$ cat src/rtl/os_rx_qualifier_if.sv
// rtl/os_rx_qualifier_if.sv - lane ordered-set qualifier bundle; err_cnt present only with OS_RX_ERRCNT_EN
interface os_rx_qualifier_if;
  logic       enable;
  logic       single_lane;
  logic [3:0] d_sel;
  logic [3:0] os_in_l0;
  logic [3:0] os_in_l1;
  logic       os_done;
  logic       os_timeout;
  logic       busy;
  logic [3:0] cnt_l0;
  logic [3:0] cnt_l1;
`ifdef OS_RX_ERRCNT_EN
  logic [7:0] err_cnt;

  modport master (
    output enable, single_lane, d_sel, os_in_l0, os_in_l1,
    input  os_done, os_timeout, busy, cnt_l0, cnt_l1, err_cnt
  );
  modport slave (
    input  enable, single_lane, d_sel, os_in_l0, os_in_l1,
    output os_done, os_timeout, busy, cnt_l0, cnt_l1, err_cnt
  );
`else
  modport master (
    output enable, single_lane, d_sel, os_in_l0, os_in_l1,
    input  os_done, os_timeout, busy, cnt_l0, cnt_l1
  );
  modport slave (
    input  enable, single_lane, d_sel, os_in_l0, os_in_l1,
    output os_done, os_timeout, busy, cnt_l0, cnt_l1
  );
`endif
endinterface

$ cat src/rtl/os_rx_qualifier.sv
// rtl/os_rx_qualifier.sv - qualifies per-lane ordered sets for training; OS_RX_ERRCNT_EN adds err_cnt
module os_rx_qualifier #(
  parameter int REQ_COUNT   = 2,
  parameter int TIMEOUT_W   = 16,
  parameter int TIMEOUT_CYC = 50000
) (
  input logic           clk,
  input logic           rst,
  os_rx_qualifier_if.slave q
);
  typedef enum logic [1:0] {IDLE, ARMED, HOLD} state_t;

  localparam logic [3:0]           REQ     = 4'(REQ_COUNT);
  localparam logic [TIMEOUT_W-1:0] TO_LAST = TIMEOUT_W'(TIMEOUT_CYC - 1);

  state_t               state, state_d;
  logic [3:0]           sel_q, sel_d;
  logic [3:0]           cnt0_q, cnt0_d, cnt1_q, cnt1_d;
  logic [TIMEOUT_W-1:0] to_q, to_d;
  logic                 done_q, done_d, timeout_q, timeout_d, busy_q;
  logic                 sel_ok, done_cond;

  // Codes 9..F are "nothing seen" and leave the run intact.
  function automatic logic [3:0] next_cnt(input logic [3:0] cnt, input logic [3:0] code,
                                          input logic [3:0] sel);
    if (code == sel)       return (cnt >= REQ) ? REQ : cnt + 4'd1;
    else if (code <= 4'h8) return 4'd0;
    else                   return cnt;
  endfunction

  always_comb begin
    state_d   = state;
    sel_d     = sel_q;
    cnt0_d    = cnt0_q;
    cnt1_d    = cnt1_q;
    to_d      = to_q;
    done_d    = 1'b0;
    timeout_d = 1'b0;
    sel_ok    = (q.d_sel <= 4'h7);
    done_cond = (cnt0_q >= REQ) && (q.single_lane || (cnt1_q >= REQ));

    if (!q.enable) begin
      state_d = IDLE;
      cnt0_d  = 4'd0;
      cnt1_d  = 4'd0;
      to_d    = '0;
    end else begin
      case (state)
        IDLE: begin
          if (sel_ok) begin
            state_d = ARMED;
            sel_d   = q.d_sel;
            cnt0_d  = 4'd0;
            cnt1_d  = 4'd0;
            to_d    = '0;
          end
        end
        ARMED: begin
          if (q.d_sel != sel_q) begin
            state_d = sel_ok ? ARMED : IDLE;
            sel_d   = sel_ok ? q.d_sel : sel_q;
            cnt0_d  = 4'd0;
            cnt1_d  = 4'd0;
            to_d    = '0;
          end else begin
            cnt0_d = next_cnt(cnt0_q, q.os_in_l0, sel_q);
            if (!q.single_lane) cnt1_d = next_cnt(cnt1_q, q.os_in_l1, sel_q);
            // Done is judged on the counts already registered, so it beats a same-cycle timeout.
            if (done_cond) begin
              done_d  = 1'b1;
              state_d = HOLD;
            end else if (to_q == TO_LAST) begin
              timeout_d = 1'b1;
              state_d   = HOLD;
            end else begin
              to_d = to_q + TIMEOUT_W'(1);
            end
          end
        end
        HOLD: begin
          if (!sel_ok) begin
            state_d = IDLE;
          end else if (q.d_sel != sel_q) begin
            state_d = ARMED;
            sel_d   = q.d_sel;
            cnt0_d  = 4'd0;
            cnt1_d  = 4'd0;
            to_d    = '0;
          end
        end
        default: state_d = IDLE;
      endcase
    end
  end

  always_ff @(posedge clk or negedge rst) begin
    if (!rst) begin
      state     <= IDLE;
      sel_q     <= 4'd0;
      cnt0_q    <= 4'd0;
      cnt1_q    <= 4'd0;
      to_q      <= '0;
      done_q    <= 1'b0;
      timeout_q <= 1'b0;
      busy_q    <= 1'b0;
    end else begin
      state     <= state_d;
      sel_q     <= sel_d;
      cnt0_q    <= cnt0_d;
      cnt1_q    <= cnt1_d;
      to_q      <= to_d;
      done_q    <= done_d;
      timeout_q <= timeout_d;
      busy_q    <= (state_d == ARMED);
    end
  end

  assign q.os_done    = done_q;
  assign q.os_timeout = timeout_q;
  assign q.busy       = busy_q;
  assign q.cnt_l0     = cnt0_q;
  assign q.cnt_l1     = cnt1_q;

`ifdef OS_RX_ERRCNT_EN
  logic [7:0] err_q;
  logic [8:0] err_sum;
  logic       counting, mis0, mis1, arm_evt;

  always_comb begin
    counting = q.enable && (state == ARMED) && (q.d_sel == sel_q);
    mis0     = counting && (q.os_in_l0 != sel_q) && (q.os_in_l0 <= 4'h8);
    mis1     = counting && !q.single_lane && (q.os_in_l1 != sel_q) && (q.os_in_l1 <= 4'h8);
    arm_evt  = (state_d == ARMED) && ((state != ARMED) || (q.d_sel != sel_q));
    err_sum  = {1'b0, err_q} + 9'(mis0) + 9'(mis1);
  end

  always_ff @(posedge clk or negedge rst) begin
    if (!rst)         err_q <= 8'd0;
    else if (arm_evt) err_q <= 8'd0;
    else              err_q <= err_sum[8] ? 8'hFF : err_sum[7:0];
  end

  assign q.err_cnt = err_q;
`endif
endmodule

$ cat src/flat_wrapper.sv
// flat-port wrapper written by rule: the top's interface ports become plain ports
module os_rx_qualifier_flat 
#(
  parameter int REQ_COUNT   = 2,
  parameter int TIMEOUT_W   = 16,
  parameter int TIMEOUT_CYC = 50000
)
  (clk, rst, q_enable, q_single_lane, q_d_sel, q_os_in_l0, q_os_in_l1, q_os_done, q_os_timeout, q_busy, q_cnt_l0, q_cnt_l1);
  os_rx_qualifier_if q_i ();
  input logic clk;
  input logic rst;
  input wire logic [$bits(q_i.enable)-1:0] q_enable;
  input wire logic [$bits(q_i.single_lane)-1:0] q_single_lane;
  input wire logic [$bits(q_i.d_sel)-1:0] q_d_sel;
  input wire logic [$bits(q_i.os_in_l0)-1:0] q_os_in_l0;
  input wire logic [$bits(q_i.os_in_l1)-1:0] q_os_in_l1;
  output wire logic [$bits(q_i.os_done)-1:0] q_os_done;
  output wire logic [$bits(q_i.os_timeout)-1:0] q_os_timeout;
  output wire logic [$bits(q_i.busy)-1:0] q_busy;
  output wire logic [$bits(q_i.cnt_l0)-1:0] q_cnt_l0;
  output wire logic [$bits(q_i.cnt_l1)-1:0] q_cnt_l1;
  assign q_i.enable = q_enable;
  assign q_i.single_lane = q_single_lane;
  assign q_i.d_sel = q_d_sel;
  assign q_i.os_in_l0 = q_os_in_l0;
  assign q_i.os_in_l1 = q_os_in_l1;
  assign q_os_done = q_i.os_done;
  assign q_os_timeout = q_i.os_timeout;
  assign q_busy = q_i.busy;
  assign q_cnt_l0 = q_i.cnt_l0;
  assign q_cnt_l1 = q_i.cnt_l1;
  os_rx_qualifier #(.REQ_COUNT(REQ_COUNT), .TIMEOUT_W(TIMEOUT_W), .TIMEOUT_CYC(TIMEOUT_CYC)) u_core (.clk(clk), .rst(rst), .q(q_i));
endmodule
$ cat config.mk
export PLATFORM = sky130hd
export DESIGN_NAME = os_rx_qualifier_flat
export DESIGN_NICKNAME = d
export VERILOG_FILES = /design/src/rtl/os_rx_qualifier_if.sv /design/src/rtl/os_rx_qualifier.sv /design/src/flat_wrapper.sv
export SDC_FILE = /design/constraint.sdc
export NUM_CORES = 1
export LEC_CHECK = 0
export CAP_MARGIN = 20
export CORE_MARGIN = 2
export CORE_UTILIZATION = 25
export DETAILED_ROUTE_END_ITERATION = 10
export DONT_BUFFER_PORTS = 1
export SLEW_MARGIN = 0
export SYNTH_ARGS = -nofsm -noshare
export SYNTH_HDL_FRONTEND = slang
export SYNTH_SLANG_ARGS = --single-unit
$ cat constraint.sdc
create_clock -name clk -period 3.1 [get_ports clk]
set_clock_uncertainty 0.05 [all_clocks]
set_input_delay 0.62 -clock clk [delete_from_list [all_inputs] [get_ports clk]]
set_output_delay 0.62 -clock clk [all_outputs]
set_load 0.02 [all_outputs]
==> metrics.log <==
INFO  metric cellLeakagePower = 0.929 nW
INFO  metric rr_worst_depth = 6
INFO  metric detailed_place_hpwl = 3120 um
INFO  metric design.portCount = 27
INFO  metric detail-route-antenna-nets = 0
INFO  metric final_weighted_congestion_in_routability_driven_placement = 0.795
INFO  metric final_count_of_pins_violating_max_slew = 0
INFO  metric slowest_cell_delay_on_critical_path = 0.70 ns
INFO  metric ys_seq_elements = 33
INFO  metric timing_worst_slew_pin_value = 0.703 ns
INFO  metric switching_power = 214 uW
INFO  metric syn2layout_area_growth = 9.88%
INFO  metric switching_share = 25.4%
INFO  metric relSlewSlack = 53.0%
INFO  metric p_int = 627 uW
INFO  metric grt_antenna_before_repair = 0
INFO  metric grt_max_degree = 34
INFO  metric synthArstFlopShare = 100%
INFO  metric maxClockFrequency = 406 MHz
INFO  metric placement_rows = 32
INFO  metric synth_enable_flop_cells = 0
INFO  metric r2r-end = u_core.to_q[4]$_DFFE_PN0P_
INFO  metric clock_tree.root_cell = clkbuf_8
INFO  metric globalRouteTotalUtil = 11.0%
INFO  metric vdd_ir_drop_max = 0.143 mV
INFO  metric design.die.area = 8630 um^2
INFO  metric grt_first_pass_wirelength = 7400 um
INFO  metric drcViolationCount = 0
INFO  metric share_of_post_route_cells_with_drive_strength_above_1 = 13.2%
INFO  metric cts_max_level = 2
INFO  metric worstPathArrival = 2.57 ns
INFO  metric timing.final.hold_violations = 0
INFO  metric synth.avg_cell_area = 10.2 um^2
INFO  metric finalNetCount = 219
INFO  metric combPwrFrac = 10.4%
INFO  metric pwr_per_cell_area = 387 nW/um^2
INFO  metric worst_min_delay_path_category = input pin to asynchronous set/reset pin
INFO  metric clkSlewWorstSetupHoldPaths = 0.07 ns
INFO  metric net_count_after_synthesis = 214
INFO  metric tritoncts.num_buffers = 5
INFO  metric timing.critical_path.required = 3.21 ns
INFO  metric core-area = 7690 um^2
INFO  metric cp_max_fo = 17
INFO  metric clock_power_share = 35.9%
INFO  metric ys.warnings.count = 0
INFO  metric drt-initial-drc-count = 153
INFO  metric post_synth_num_cell_types = 51
INFO  metric final_core_util = 28.2%
INFO  metric final.fill_count = 805
INFO  metric per_cell_routed_wire_length = 14.6 um
INFO  metric setup_viol = 0
INFO  metric clk_latency = 0.29 ns
INFO  metric critical_path.slowest_cell = a211oi_4
INFO  metric clockBufferDepth = 2
INFO  metric timing.setup.critical_path_class = register to register
INFO  metric most_common_flop_cell_mapped_by_yosys = dfrtp_1
INFO  metric seq_total_area_yosys = 41.8%
INFO  metric critical_path.cell_chain = ha_1 > nand3_1 > nand4b_2 > a211oi_4 > or2_1 > o221ai_1
INFO  metric placement.io_buffers = 0
INFO  metric reg2reg_setup_slack = 0.63 ns
INFO  metric timing.rr.start = u_core.to_q[1]$_DFFE_PN0P_
INFO  metric cp-end-kind = register
INFO  metric outcome = complete, no violations
INFO  metric cts.sink_count = 33
INFO  metric global_route.overflow_total = 0
INFO  metric totalWireLength = 4380 um
INFO  metric tns = 0 ns
INFO  metric grt_setup_unrepaired = no
INFO  metric die_h = 92.9 um
INFO  metric timing.critical_path.buf_inv = 0
INFO  metric dr.pass1.iters = 4
INFO  metric clock_tree_from_tritoncts = yes
INFO  metric die-width = 92.9 um
INFO  metric period_minus_slack = 2.47 ns
INFO  metric cap_violations = 0
INFO  metric initial_utilization = 25.7%
INFO  metric detailroute.via_count = 1,553
INFO  metric num_antenna_cells = 0
INFO  metric cp_delay_by_family_top = simple AND/OR/NAND/NOR gates
INFO  metric period_share = 79.5%
INFO  metric viasPerCell = 5.19
INFO  metric postCtsResizedCells = 0
INFO  metric syn_inst = 193
INFO  metric cp-start-kind = register
INFO  metric post-cts-setup-buffers = 0
INFO  metric grt_pass1_vias = 1,490
INFO  metric netlist_area = 1980 um^2
INFO  metric power_frac_seq = 53.7%
per-stage QoR:
stage,instances,cell area [um^2],worst slack (ns),hold WS (ns),power (mW)
floorplan,193,1980,0.906,0.274,0.523
global placement,292,2080,0.737,0.276,0.534
detailed placement,292,2080,0.653,0.276,0.536
CTS,299,2170,0.655,0.113,0.853
global route,299,2170,0.412,0.110,0.879
finish,299,2170,0.635,0.110,0.841
layout by cell type (no fill, tap or decap), types with 2 or more instances in the layout:
cell type / n
nand3_1: 5
a22o_1: 2
a211o_1: 5
nor2_1: 6
inv_1: 7
nor2b_1: 2
nand2_1: 18
ha_1: 5
nor4_1: 4
mux2_2: 5
o31ai_1: 7
o41ai_1: 3
dfrtp_1: 33
nand2b_1: 2
xnor2_1: 12
a21o_1: 5
mux2i_1: 2
a211oi_1: 2
or3_1: 4
and2_1: 6
o21ai_0: 9
nand4_1: 6
nor3_1: 14
clkbuf_8: 5
cell usage after synthesis (2+ instances only):
cell type,number,area [um^2]
mux2_2,5,56.3
or3_1,4,25.0
nand4_1,6,37.5
o41ai_1,3,26.3
o31ai_1,7,52.6
nand2b_1,2,12.5
a211oi_1,2,15.0
a21o_1,5,37.5
a22o_1,2,17.5
nand2_1,18,67.6
nor2b_1,2,12.5
nand3_1,5,25.0
inv_1,7,26.3
and2_1,6,37.5
xnor2_1,12,105
mux2i_1,2,20.0
buf_6,2,22.5
dfrtp_1,33,826
nor4_1,4,25.0
ha_1,5,62.6
o21ai_0,9,45.0
a211o_1,5,43.8
nor3_1,14,70.1
nor2_1,6,22.5
area by class of cell:
type,instances,area (um^2),share of cell area (%)
Tap cell,102,128,5.88
Clock inverter,1,5.00,0.231
Inverter,7,26.3,1.21
Multi-Input combinational cell,149,1090,50.2
Clock buffer,5,68.8,3.17
Timing Repair Buffer,2,27.5,1.27
Sequential cell,33,826,38.0
state kept, by name, indices dropped and copies added (netlist names):
name                 flops
u_core.q.os_done         1
u_core.state             2
u_core.q.os_timeout      1
u_core.sel_q             4
u_core.q.cnt_l1          4
u_core.q.busy            1
u_core.to_q             16
u_core.q.cnt_l0          4
metal layers:
| layer | GRT usage (%) | wire length [um] | up-vias |
|---|---|---|---|
| met3 | 4.72 | 367 | 8 |
| met5 | 0 | 0 | - |
| met1 | 13.1 | 1890 | 756 |
| met4 | 4.66 | 82 | 0 |
| li1 | - | - | 736 |
| met2 | 17.1 | 2040 | 53 |
timing repair:
item,4_1_cts,5_1_grt
endpoints found under the setup margin,0,0
endpoints found under the hold margin,33,0
hold buffers,1,0
cell families after synthesis:
kind of cell / after synthesis / share of synthesized area, %
flip-flops: 33 / 41.8
multiplexers: 7 / 3.86
adder cells (fa/ha/maj): 6 / 3.74
buffers and inverters: 11 / 3.04
AND/OR/NAND/NOR: 80 / 24.3
XOR/XNOR: 12 / 5.32
AO/OA/AOI/OAI: 44 / 17.9
worst max path at each step:
stage	from	end	depth (start not counted)
final	u_core.to_q[1]$_DFFE_PN0P_	u_core.to_q[4]$_DFFE_PN0P_	6
after global routing	u_core.to_q[0]$_DFFE_PN0P_	u_core.to_q[4]$_DFFE_PN0P_	6
after CTS	u_core.to_q[1]$_DFFE_PN0P_	u_core.to_q[4]$_DFFE_PN0P_	6
after detailed placement	u_core.to_q[0]$_DFFE_PN0P_	u_core.to_q[4]$_DFFE_PN0P_	6
after global placement	q_d_sel[2]	u_core.q.cnt_l1[1]$_DFFE_PN0P_	6
after floorplan	u_core.q.cnt_l1[0]$_DFFE_PN0P_	u_core.to_q[5]$_DFFE_PN0P_	8
power by group through the flow:
stage / logic (mW) / clock network [mW] / registers (mW)
after floorplan: 0.0657 / 0 / 0.457
after global placement: 0.0749 / 0 / 0.459
after detailed placement: 0.0767 / 0 / 0.460
after CTS: 0.0889 / 0.313 / 0.451
after global routing: 0.0970 / 0.330 / 0.453
final: 0.0877 / 0.302 / 0.451
(Power assumes the default switching activity.)
